`src/rtl/spi_frame_receiver.sv`:
```
// SPI peripheral receiver for the 40-bit write frame (preamble, address, control, data), MSB first.
// Define SPI_RX_STRICT_HDR_EN to reject frames whose preamble or control byte does not match.
module spi_frame_receiver #(
    parameter int          FRAME_BITS  = 40,
    parameter logic [7:0]  PREAMBLE    = 8'hFF,
    parameter logic [7:0]  CTRL_BYTE   = 8'h01,
    parameter int          SYNC_STAGES = 2
) (
    input  logic        clk,
    input  logic        reset,
    input  logic        spi_cs_l,
    input  logic        spi_sclk,
    input  logic        spi_data,
    output logic [15:0] rx_addr,
    output logic [7:0]  rx_data,
    output logic        rx_valid,
    output logic        rx_error,
    output logic [1:0]  err_code,
    output logic [5:0]  counter
);

`ifdef SPI_RX_STRICT_HDR_EN
    localparam bit STRICT_HDR = 1'b1;
`else
    localparam bit STRICT_HDR = 1'b0;
`endif

    localparam logic [5:0] LAST_BIT = 6'(FRAME_BITS - 1);

    typedef enum logic [1:0] {IDLE, SHIFT, CHECK, WAIT_CS} state_t;

    state_t                  state_q, state_d;
    logic [SYNC_STAGES-1:0]  cs_sync_q, cs_sync_d;
    logic [SYNC_STAGES-1:0]  sclk_sync_q, sclk_sync_d;
    logic [SYNC_STAGES-1:0]  data_sync_q, data_sync_d;
    logic                    sclk_prev_q, sclk_prev_d;
    logic                    rise_q, rise_d;
    logic                    bit_q, bit_d;
    logic [FRAME_BITS-1:0]   shift_q, shift_d;
    logic [5:0]              count_q, count_d;
    logic [15:0]             addr_q, addr_d;
    logic [7:0]              data_q, data_d;
    logic                    valid_q, valid_d;
    logic                    error_q, error_d;
    logic [1:0]              err_code_q, err_code_d;

    logic cs_s, sclk_s, data_s, header_ok;

    assign cs_s   = cs_sync_q[SYNC_STAGES-1];
    assign sclk_s = sclk_sync_q[SYNC_STAGES-1];
    assign data_s = data_sync_q[SYNC_STAGES-1];

    assign header_ok = !STRICT_HDR ||
                       ((shift_q[39:32] == PREAMBLE) && (shift_q[15:8] == CTRL_BYTE));

    always_ff @(posedge clk or posedge reset) begin
        if (reset) begin
            state_q     <= IDLE;
            cs_sync_q   <= '1;
            sclk_sync_q <= '0;
            data_sync_q <= '0;
            sclk_prev_q <= 1'b0;
            rise_q      <= 1'b0;
            bit_q       <= 1'b0;
            shift_q     <= '0;
            count_q     <= '0;
            addr_q      <= '0;
            data_q      <= '0;
            valid_q     <= 1'b0;
            error_q     <= 1'b0;
            err_code_q  <= '0;
        end else begin
            state_q     <= state_d;
            cs_sync_q   <= cs_sync_d;
            sclk_sync_q <= sclk_sync_d;
            data_sync_q <= data_sync_d;
            sclk_prev_q <= sclk_prev_d;
            rise_q      <= rise_d;
            bit_q       <= bit_d;
            shift_q     <= shift_d;
            count_q     <= count_d;
            addr_q      <= addr_d;
            data_q      <= data_d;
            valid_q     <= valid_d;
            error_q     <= error_d;
            err_code_q  <= err_code_d;
        end
    end

    always_comb begin
        state_d = state_q;
        case (state_q)
            IDLE:    if (!cs_s) state_d = SHIFT;
            SHIFT: begin
                if (rise_q) begin
                    if (count_q == LAST_BIT) state_d = CHECK;
                end else if (cs_s) begin
                    state_d = IDLE;
                end
            end
            CHECK:   state_d = WAIT_CS;
            WAIT_CS: if (cs_s) state_d = IDLE;
            default: state_d = IDLE;
        endcase
    end

    // The sclk edge is registered together with its data bit, so the frame
    // decode lands one cycle after the synchronised edge.
    always_comb begin
        cs_sync_d   = {cs_sync_q[SYNC_STAGES-2:0], spi_cs_l};
        sclk_sync_d = {sclk_sync_q[SYNC_STAGES-2:0], spi_sclk};
        data_sync_d = {data_sync_q[SYNC_STAGES-2:0], spi_data};
        sclk_prev_d = sclk_s;
        rise_d      = sclk_s & ~sclk_prev_q;
        bit_d       = data_s;
        shift_d     = shift_q;
        count_d     = count_q;
        addr_d      = addr_q;
        data_d      = data_q;
        valid_d     = 1'b0;
        error_d     = 1'b0;
        err_code_d  = err_code_q;
        case (state_q)
            IDLE: count_d = '0;
            SHIFT: begin
                if (rise_q) begin
                    shift_d = {shift_q[FRAME_BITS-2:0], bit_q};
                    count_d = count_q + 6'd1;
                end else if (cs_s) begin
                    count_d = '0;
                    if (count_q != '0) begin
                        error_d    = 1'b1;
                        err_code_d = 2'b01;
                    end
                end
            end
            CHECK: begin
                if (header_ok) begin
                    addr_d     = shift_q[31:16];
                    data_d     = shift_q[7:0];
                    valid_d    = 1'b1;
                    err_code_d = 2'b00;
                end else begin
                    error_d    = 1'b1;
                    err_code_d = 2'b10;
                end
            end
            WAIT_CS: if (cs_s) count_d = '0;
            default: count_d = '0;
        endcase
    end

    always_comb begin
        rx_addr  = addr_q;
        rx_data  = data_q;
        rx_valid = valid_q;
        rx_error = error_q;
        err_code = err_code_q;
        counter  = count_q;
    end

endmodule

```
`config.mk`:
```
export PLATFORM = sky130hd
export DESIGN_NAME = spi_frame_receiver
export DESIGN_NICKNAME = d
export VERILOG_FILES = /design/src/rtl/spi_frame_receiver.sv
export SDC_FILE = /design/constraint.sdc
export NUM_CORES = 1
export LEC_CHECK = 0
export BUFFER_PORTS_ARGS = -buffer_cell sky130_fd_sc_hd__buf_2
export CAP_MARGIN = 20
export CORE_UTILIZATION = 58
export CTS_BUF_LIST = sky130_fd_sc_hd__clkbuf_4 sky130_fd_sc_hd__clkbuf_8
export DETAILED_ROUTE_END_ITERATION = 6
export PLACE_DENSITY = 0.89
export SYNTH_ARGS = -nofsm -noshare
export SYNTH_HDL_FRONTEND = slang
export SYNTH_SLANG_ARGS = --single-unit
```
`constraint.sdc`:
```
create_clock -name clk -period 4.5 [get_ports clk]
set_input_delay 0.675 -clock clk [delete_from_list [all_inputs] [get_ports clk]]
set_output_delay 0.675 -clock clk [all_outputs]
set_load 0.02 [all_outputs]
```
Yosys cells after proc, flatten, opt, wreduce, memory -nomap -nowiden
Index checks and enable logic that the tools add are counted.
{ "op_classes": {"n_mux": 17, "shifts": 0, "multipliers": 0, "n_reduce_logical": 7, "n_div": 0, "order_cmp": 0, "add_sub_neg": 1, "n_eq_ne": 9, "bitwise_logic": 2} }
{ "ops": {"columns": ["cell", "count"], "rows": [
  ["one-hot mux 6 bit (3 select lines)", 1],
  ["2-to-1 mux 2 bit", 7],
  ["2-to-1 mux 6 bit", 2],
  ["!= test 2 bit (second input constant)", 4],
  ["one-hot mux 2 bit (4 select lines)", 1],
  ["adder 6 x 1 -> 6 bit (second input constant)", 1],
  ["equality test 6 bit (second input constant)", 1],
  ["nonzero test 6 bit", 1],
  ["2-to-1 mux 1 bit", 5],
  ["equality test 2 bit (second input constant)", 2],
  ["one-hot mux 2 bit (2 select lines)", 1],
  ["AND reduction 2 bit", 2],
  ["AND reduction 4 bit", 1],
  ["!= test 3 bit (second input constant)", 1],
  ["nonzero test 3 bit", 1],
  ["equality test 2 x 1 -> 1 bit (second input constant)", 1],
  ["logical NOT 2 bit", 1],
  ["nonzero test 2 bit", 1],
  ["bitwise AND 1 bit", 1],
  ["NOT 1 bit", 1]
]} }
{ "word_totals": {"mem_bits_ro": 0, "ramBits": 0, "word_cells": 50, "out_inout_bits": 34, "reg_bits": 77, "input_bits": 5, "memories": 0, "latchBits": 0} }

Longest topological paths before layout
Gate-level depths: netlist of run 1.
{ "depth": {"depth_word": 5, "ltp_mapped": 5, "depth_no_buf": 4} }

Worst setup path after synthesis of run 1
No wires, ideal clock.
{ "synth_timing": {"path_type": "register -> register", "start": "reg count_q[2], in the netlist counter[2]", "end": "reg count_q[5], in the netlist counter[5]", "path_buffers": 0, "stages_incl_launch_ff": 4, "arrival_time_ps": 1259, "t_required_ps": 4384, "setup_ps": 116, "period_less_slack_ps": 1375, "setup_slack_ps": 3125, "cell_sequence": "dfrtp_1 nand4_1 or4_1 o311ai_0"} }
{ "synth_via": {"elab_chain_len": 3} }
{ "synth_rtl": {"columns": ["item", "line", "rtl"], "rows": [
  ["from (decl)", "40", "logic [5:0] count_q, count_d;"],
  ["from (signal assigned)", "81", "count_q <= count_d;"],
  ["adder 6 x 1 -> 6 bit", "128", "count_d = count_q + 6'd1;"],
  ["2-to-1 mux 6 bit", "126", "if (rise_q) begin"],
  ["one-hot mux 6 bit (3 select lines)", "123", "case (state_q)"]
]} }
Every way passes these cells.
A chain may end at the register's enable or synchronous reset.

Worst setup path in the final report of run 1
{ "layout_timing": {"start": "reg state_q[1]", "end": "reg state_q[0]"} }
{ "layout_via": {"elab_chain_len": 3} }
{ "layout_rtl": {"columns": ["item", "line", "rtl"], "rows": [
  ["from (decl)", "32", "state_t state_q, state_d;"],
  ["from (signal assigned)", "73", "state_q <= state_d;"],
  ["equality test 2 x 1 -> 1 bit / logical NOT 2 bit (equally long branches)", "92", "case (state_q)"],
  ["!= test 3 bit (no source line) / != test 2 bit (equally long branches)", null, null],
  ["AND reduction 2 bit (no source line)", null, null]
]} }
Parallel ways exist; a longest one is shown, timed or not.

==> metrics, run 1 <==
run status=completed; RSZ-0062 raised after global routing=no; dpl hpwl=3080 µm; Die Y=72.7 µm; Final Setup Violations=0; synth-to-layout area growth=14.1%; Hold Crit Class=in -> async; share of layout cells above drive strength 1=49.8%; slew margin rel.=41.0%; Setup Buffers After CTS=0; Final Net Count=238; vias in the first global route=1,525; Worst setup EP type=register; Max-cap violations=0; CP max FO=35; Die W=72.7 µm; CTS Root Cell=clkbuf_8; n_diodes=0; Placed Instances=286; initial antenna violation count=0; P_leak=1.75 nW; Post-Synthesis Cells=188; CTS HTree Levels=3; Post-synth ARST share=100%; total CTS buffers=9; setup ws final=2.50 ns; All-Layer GR Usage=19.9%; pre-CTS WS=2.52 ns; CTS-repair resized insts=0; 1st-pass router iterations=4; Starting Density=61.0%; Crit Reg-Reg Startpoint=state_q[1]; worst slew pin tran=0.880 ns; Power Density=391 nW/µm²; IO Pins=39; Max VDD drop=193 µV; core area=4750 µm²; drt first-iter violations=221; detail-routed via count per cell=5.38; WL per Instance=15.6 µm; clock tree buffer depth=2; FF-to-FF End=state_q[0]; pin count of the biggest net entering global routing=52; DRC Markers=0; number of flops mapped to enable cells by yosys=0; Die Area=5290 µm²; Crit Path Class=reg -> reg; crit share post-route=44.4%; Startpoint Class=register; cts-stage hold buffer count=0; minimum clock period=2.00 ns; r2r setup slk=2.50 ns; most common flop cell mapped by yosys=dfrtp_1; grt ovf=0; Worst-Skew Late Latency=0.34 ns; worst hold margin=0.193 ns; Critical Path RT=4.69 ns; DRT Wirelength=4680 µm; Mapped Area=2900 µm²; DR vias=1,614; Clk pin slew, worst setup/hold paths=0.07 ns; Worst EP arrival=2.19 ns; Clock Skews=0.00673 ns; # clock sinks=76; Reg2Reg Depth=3; row count=25; Final Hold Vio Count=0; sequential element share of the synthesized area=65.6%; Setup TNS Final=0 ns; Synth Net Count=195; post-route ant nets=0; Synth Register Bits=76; Final Max Slew Viols=0; global-route wire length before repair=7520 µm; Post-Syn Area per Cell=15.4 µm²; Port Buffers=37; GPL Wtd Cong=0.801; distinct cell type count after synthesis=30; Synth warnings=0; Fmax=501 MHz; CTS tree=yes; fin cells=300
==> stage by stage <==
stage	power [mW]	utilization (%)	area [µm²]
final	1.30	69.7	3310
after CTS	1.31	69.2	3290
after global placement	0.853	65.8	3130
after global routing	1.35	69.7	3310
after floorplan	0.834	-	2900
after detailed placement	0.864	65.8	3130
==> worst max path at each step <==
stage                     startpoint           end  slack, ns  cells after the start
final                     state_q[1]    state_q[0]       2.50                      3
after global routing      state_q[1]    state_q[1]       2.24                      3
after CTS                 state_q[1]    state_q[0]       2.51                      3
after detailed placement  state_q[1]    state_q[0]       2.52                      3
after global placement         reset  cs_sync_q[0]       2.56                      3
after floorplan                reset         bit_q       1.89                      1
==> power by group <==
group / leakage [nW] / internal, mW / switching [mW]
registers: 1.02 / 0.731 / 0.0346
clock network: 0.0831 / 0.220 / 0.225
logic: 0.648 / 0.0453 / 0.0401
total: 1.75 / 0.997 / 0.299
==> logic make-up after synthesis <==
group	synth area share [%]
AOI/OAI and AO/OA	3.41
adders and majority gates	0.862
buffers and inverters	2.76
DFF	65.6
muxes	22.1
other	0.129
and+or+nand+nor	5.09
==> synth_stat cells (2+ instances only) <==
master | n | area share [%]
dfrtp_1 | 74 | 64
buf_2 | 4 | 0.69
dfstp_2 | 2 | 1.8
nand4_1 | 2 | 0.43
buf_4 | 2 | 0.52
nor2b_1 | 2 | 0.43
or3_1 | 2 | 0.43
nand3_1 | 2 | 0.34
o211ai_1 | 3 | 0.78
ha_1 | 2 | 0.86
a22o_1 | 3 | 0.91
buf_6 | 2 | 0.78
nor4_1 | 2 | 0.43
inv_1 | 6 | 0.78
nand2_1 | 7 | 0.91
mux2_2 | 57 | 22
nand2b_1 | 2 | 0.43
nor2_1 | 2 | 0.26
==> worst max-delay path, stage by stage (launching register included) <==
cell      delay (ns)
dfrtp_1         0.42
nand3b_2        0.79
nor4_1          0.54
a31oi_1         0.09
==> cell usage in the layout (no fill, tap or decap) <==
cell	n
a2111oi_2	1
a21boi_1	1
a21o_1	1
a22o_1	3
a31oi_1	1
buf_12	1
buf_2	37
buf_4	2
clkbuf_8	11
clkinv_2	1
clkinvlp_4	1
conb_1	1
dfrtp_1	74
dfstp_2	2
ha_1	2
inv_1	5
inv_2	1
mux2_2	57
nand2_1	7
nand2b_1	2
nand3_1	2
nand3b_2	1
nand4_1	2
nor2_1	2
nor2b_1	2
nor3b_1	1
nor4_1	2
o211ai_1	3
o21ai_0	1
o311ai_0	1
or2_2	1
or3_1	2
or3b_1	1
or4_1	1
==> sequential cells by signal, indices dropped and copies added, names as in the netlist <==
name and cells:
bit_q 1, err_code 1, rx_error 1, rx_data 8, state_q 2, rx_valid 1
data_sync_q 2, cs_sync_q 2, shift_q 32, rise_q 1, sclk_sync_q 2, rx_addr 16
sclk_prev_q 1, counter 6
==> area by class of cell <==
cell class / count / area, µm²
well taps: 67 / 83.8
repair buffers: 40 / 220
flip-flops and latches: 76 / 1900
clock inverters: 2 / 12.5
inverters: 6 / 22.5
clock buffers: 11 / 151
fillers: 328 / 1440
multi-input cells: 98 / 917
==> routing by layer <==
| layer | track usage (%) | vias up | share of wire (%) |
|---|---|---|---|
| met5 | 0 | - | 0 |
| met4 | 10.0 | 0 | 2.4 |
| met3 | 6.63 | 12 | 4.0 |
| met2 | 29.5 | 42 | 47 |
| met1 | 26.4 | 818 | 46 |
| li1 | - | 742 | - |
Power figures use the tool's default switching activity.
==> run 2: changes to the inputs <==
--- a/config.mk
+++ b/config.mk
@@ -7,10 +7,10 @@
 export LEC_CHECK = 0
 export BUFFER_PORTS_ARGS = -buffer_cell sky130_fd_sc_hd__buf_2
 export CAP_MARGIN = 20
-export CORE_UTILIZATION = 58
+export CORE_UTILIZATION = 53
 export CTS_BUF_LIST = sky130_fd_sc_hd__clkbuf_4 sky130_fd_sc_hd__clkbuf_8
 export DETAILED_ROUTE_END_ITERATION = 6
-export PLACE_DENSITY = 0.89
+export PLACE_DENSITY = 0.86
 export SYNTH_ARGS = -nofsm -noshare
 export SYNTH_HDL_FRONTEND = slang
 export SYNTH_SLANG_ARGS = --single-unit
==> constraint.sdc (replaced) <==
create_clock -name clk -period 1.6 [get_ports clk]
set_input_delay 0.24 -clock clk [delete_from_list [all_inputs] [get_ports clk]]
set_output_delay 0.24 -clock clk [all_outputs]
set_load 0.02 [all_outputs]
==> run 2 against run 1 <==
Net effect: first-iteration DRC count is 63% lower; non-clock buffer count is 5 higher; clock skew is 0.0020 ns higher; via count is 1.1% lower; clock-buffer cell count stayed put.
==> metrics, run 2 (synthesis gave the netlist of run 1 again) <==
global-route wire length before repair=7700 µm; commonest non-fill, non-tap cell in the layout=dfrtp_1; DRC Markers=0; CP max FO=7; Max-cap violations=0; Starting Density=55.7%; run status=completed; DR vias=1,597; Worst setup EP type=register; drt first-iter violations=81; clock tree buffer depth=2; Biggest register=shift_q; Clk pin slew, worst setup/hold paths=0.07 ns; CTS tree=yes; share of layout cells above drive strength 1=49.8%; grt ovf=0; crit share post-route=86.6%; total CTS buffers=9; pin count of the biggest net entering global routing=63; Hold Crit Class=in -> reg; Setup Buffers After CTS=0; post-route ant nets=0; fill count=403; # clock sinks=76; WL per Instance=14.5 µm; DRT Wirelength=4470 µm; Fmax=722 MHz; Startpoint Class=register; detail-routed via count per cell=5.17; row count=26; Clock Skews=0.00871 ns; 1st-pass router iterations=4; Power Density=1070 nW/µm²; worst slew pin tran=0.558 ns; Port Buffers=37; Critical Path RT=1.82 ns; CTS HTree Levels=3; vias in the first global route=1,686; All-Layer GR Usage=17.3%; Worst-Skew Late Latency=0.33 ns; crit-path max cell delay=0.50 ns; Crit Path Class=reg -> reg; dpl hpwl=2980 µm; GPL Wtd Cong=0.835; Final Total Pwr=3.60 mW; Die Y=76.0 µm; minimum clock period=1.39 ns; Die Area=5770 µm²; slew margin rel.=62.7%; Final Setup Violations=0; Final Max Slew Viols=0; Final Net Count=243; CP max stage cell=or4_1; IO Pins=39; Final Hold Vio Count=0; Worst EP arrival=1.60 ns; synth-to-layout area growth=16.3%; n_diodes=0; P_leak=1.78 nW; most frequent cells in the layout=74 x dfrtp_1, 57 x mux2_2, 37 x buf_2; Setup TNS Final=0 ns; Die W=76.0 µm; CTS Root Cell=clkbuf_8; Max VDD drop=778 µV; max reg flops=32; core area=5200 µm²; crit path cell chain=nand4_1 -> or4_1 -> o311ai_0; RSZ-0062 raised after global routing=no; initial antenna violation count=0
==> run 2: changes by cell type in the layout (fill, tap and decap cells not counted), sizes merged <==
cell         change
dlygate4sd3      +3
inv              -1
buf              +2
clkinv           +2
==> run 2: worst max-delay path: cells and delay by family, from the launching register on <==
family,cells,cell delay (ns)
AND/OR/NAND/NOR,2,0.70
flip-flops,1,0.47
AO/OA/AOI/OAI,1,0.11
==> run 2: worst paths after layout <==
check | startpoint | to | slack, ns | depth (start not counted)
max | rise_q | counter[5] | 0.21 | 3
max reg2reg | rise_q | counter[5] | 0.21 | 3
min | spi_data | data_sync_q[0] | 0.02 | 1
min in group asynchronous | reset | rx_addr[8] | 0.43 | 3
min reg2reg | data_sync_q[1] | bit_q | 0.35 | 0
max in group asynchronous | reset | cs_sync_q[1] | 0.52 | 4
==> run 2: power breakdown <==
| part | switching (mW) | internal, mW | leakage [nW] |
|---|---|---|---|
| Sequential | 0.0925 | 2.06 | 1.02 |
| Clock | 0.605 | 0.597 | 0.0882 |
| Combinational | 0.113 | 0.136 | 0.670 |
==> run 2: cell type report <==
class	instances	area, µm²	area share, %
clock buffers	11	145	4.30
clock inverters	3	15.0	0.445
inverters	6	26.3	0.779
multi-input cells	98	917	27.2
flip-flops and latches	76	1900	56.5
well taps	70	87.6	2.60
repair buffers	45	278	8.23
==> run 2: metrics by stage <==
stage,area [µm²],worst slack (ns),cells,hold WS [ns],utilization [%]
after floorplan,2910,0.225,188,0.244,-
after global placement,3180,0.282,292,0.226,61.2
after detailed placement,3180,0.234,292,0.234,61.2
after CTS,3370,0.220,309,0.00675,64.8
after global routing,3370,0.113,309,0.00671,64.8
final,3370,0.215,309,0.0227,64.8
==> run 2: repair_timing <==
item / 4_1_cts / 5_1_grt
endpoints found under the hold margin: 15 / 0
gates resized for setup: 0 / 0
hold buffers: 3 / 0
setup endpoints to repair: 0 / 0
==> run 2: layer usage <==
metal  up-vias  global-route usage [%]  wire length [µm]
li1        751                       -                 -
met1       815                    21.1              1990
met2        27                    28.5              2270
met3         4                    5.87               161
met4         0                    6.73                39
met5         -                       0                 0
==> run 3: changes to the inputs <==
--- a/config.mk
+++ b/config.mk
@@ -5,6 +5,7 @@
 export SDC_FILE = /design/constraint.sdc
 export NUM_CORES = 1
 export LEC_CHECK = 0
+export ABC_AREA = 1
 export BUFFER_PORTS_ARGS = -buffer_cell sky130_fd_sc_hd__buf_2
 export CAP_MARGIN = 20
 export CORE_UTILIZATION = 53
==> run 3 against run 2 <==
Net effect: final area grew 1.6%; clock skew hardly changed; highest routed layer unchanged; sequential power fell by 4%; combinational power shrank 4%; die area up 0.79%; power rose by 7.7%; routed wire length up 16%; via count rose by 31%.
==> metrics, run 3 <==
fin cells=425; Worst setup EP type=output pin; Port Buffers=37; crit-path max cell delay=0.46 ns; Startpoint Class=register; Synth top cells by count=91 x nand2_1, 74 x dfrtp_1, 54 x o21ai_1; Crit Path Class=reg -> out; row count=26; worst slew pin tran=0.511 ns; core area=5200 µm²; pin count of the biggest net entering global routing=48; register area=1900 µm²; peak-usage layer in the global routing report=met2; Placed Instances=406; crit share post-route=77.8%; DRT Wirelength=5190 µm; sequential share of power=53.0%; RSZ-0062 raised after global routing=no; commonest non-fill, non-tap cell in the layout=nand2_1; GPL Wtd Cong=0.814; Clock Skews=0.00909 ns; Pint=3.02 mW; Setup Buffers After CTS=0; Post-Synthesis Cells=307; synth top area cells=dfrtp_1 63%, nand2_1 12%, o21ai_1 9.2%; synth-to-layout area growth=17.2%; Worst-Skew Late Latency=0.34 ns; minimum clock period=1.24 ns; CP delay by family, top=flip-flops; Post-synth ARST share=100%; Worst EP arrival=1.00 ns; Clk pin slew, worst setup/hold paths=0.08 ns; CP max FO=8; CTS Root Cell=clkbuf_8; Yosys top cell by area=dfrtp_1; Fmax=803 MHz; Hold Crit Class=in -> async; Die W=76.3 µm; run status=completed; Cell Area, Placed=3180 µm²; grt ovf=0; WP buf/inv=1; crit path cell chain=buf_2; global-route wire length before repair=8960 µm; fill count=409; distinct cell type count after synthesis=19; met1 Usage GRT=24.3%; cell with the most instances after synthesis=nand2_1; post-synth top area share=63.3%; clock tree buffer depth=2; pre-CTS WS=0.399 ns; dpl hpwl=3520 µm; total CTS buffers=9; 1st-pass router iterations=4; Die Y=76.3 µm; DR vias=2,088; number of flops mapped to enable cells by yosys=0; All-Layer GR Usage=20.0%; Setup TNS Final=0 ns; CTS tree=yes; max reg flops=32; Power Density=1130 nW/µm²; CTS HTree Levels=3; DRC Markers=0; detail-routed via count per cell=4.91; post-route ant nets=0; CP max stage cell=dfrtp_1; Starting Density=56.2%; share of layout cells above drive strength 1=19.2%; Clock power frac=40.9%; sw frac=22.3%; Final Setup Violations=0; Biggest register=shift_q; grt met3 use=3.35%; initial antenna violation count=0; met2 global-route usage=33.2%; Synth Net Count=314; Max VDD drop=875 µV; IO Pins=39; Final Net Count=357; Max-cap violations=0; WL per Instance=12.2 µm; Synth warnings=0; most frequent cells in the layout=91 x nand2_1, 74 x dfrtp_1, 54 x o21ai_1; slew margin rel.=66.0%; vias in the first global route=2,060; # clock sinks=76; setup ws final=0.355 ns; Synth Register Bits=76; Mapped Area=2930 µm²; P_leak=1.74 nW; n_diodes=0; sequential element share of the synthesized area=65.1%; most common flop cell mapped by yosys=dfrtp_1; Post-Syn Area per Cell=9.53 µm²; Comb pwr share=6.1%; Die Area=5820 µm²; Critical Path RT=1.36 ns; Final Max Slew Viols=0; Final Hold Vio Count=0; drt first-iter violations=139; final instance area=3430 µm²; multi-input logic area=773 µm²; switching pwr=0.864 mW
[run 3: changes by cell type after synthesis, moves of 5 or more]
cell     before  now
inv_1         6   39
mux2_2       57    0
nand2_1       7   91
nand3_1       2    7
nor2_1        2   12
o21ai_1       0   54
[run 3: worst reg2reg max path, cell delays in order, from the launching register on]
cell and delay [ns]:
dfrtp_1 0.39, inv_2 0.07, nand2_1 0.11, nor2_4 0.17, buf_12 0.21, nand2_1 0.08
o21ai_1 0.11
[run 3: through the flow]
stage	total power [mW]	hold slack [ns]	util (%)
finish	3.88	0.0224	65.9
global route	4.04	0.0569	65.9
CTS	3.92	0.0175	65.9
detailed placement	2.33	0.344	61.1
global placement	2.31	0.334	61.1
floorplan	2.26	0.244	-
[run 3: cell families after synthesis]
kind of cell / after synthesis / synth area share (%)
AO/OA/AOI/OAI: 59 / 10.2
adder cells (fa/ha/maj): 2 / 0.855
buffers and inverters: 56 / 8.64
flip-flops: 76 / 65.1
other: 1 / 0.128
AND/OR/NAND/NOR: 113 / 15.1
[run 3: path summary, 6_finish.rpt]
check,startpoint,end,slack (ns),depth (start not counted)
min in group clk,cs_sync_q[0],cs_sync_q[1],0.35,0
hold reg to reg,cs_sync_q[0],cs_sync_q[1],0.35,0
hold / removal,reset,rx_data[7],0.02,3
max in group asynchronous,reset,cs_sync_q[0],1.17,3
setup reg to reg,state_q[1],shift_q[29],0.36,6
setup / recovery,counter[3],counter[3],0.36,1
[run 3: final cells by class]
type / instances / area share, %
sequential: 76 / 55.5
multi-input combinational: 175 / 22.6
timing repair buffer: 45 / 8.10
inverter: 43 / 4.82
clock buffer: 12 / 4.27
tap: 70 / 2.55
clock inverter: 4 / 2.15
[run 3: metal layers]
layer  wire length [µm]  up-vias
li1                   -     1036
met1               2350     1000
met2               2600       40
met3                122       12
met4                124        0
met5                  0        -
[run 3: power groups by stage]
stage	combinational [mW]	sequential, mW	clock (mW)
finish	0.238	2.06	1.59
global route	0.271	2.07	1.70
CTS	0.242	2.06	1.63
detailed placement	0.234	2.09	0
global placement	0.226	2.09	0
floorplan	0.161	2.10	0
[run 3: timing repair]
item                                   CTS  global route
resized for setup                        0             0
hold buffers                             3             0
endpoints found under the hold margin    3             0
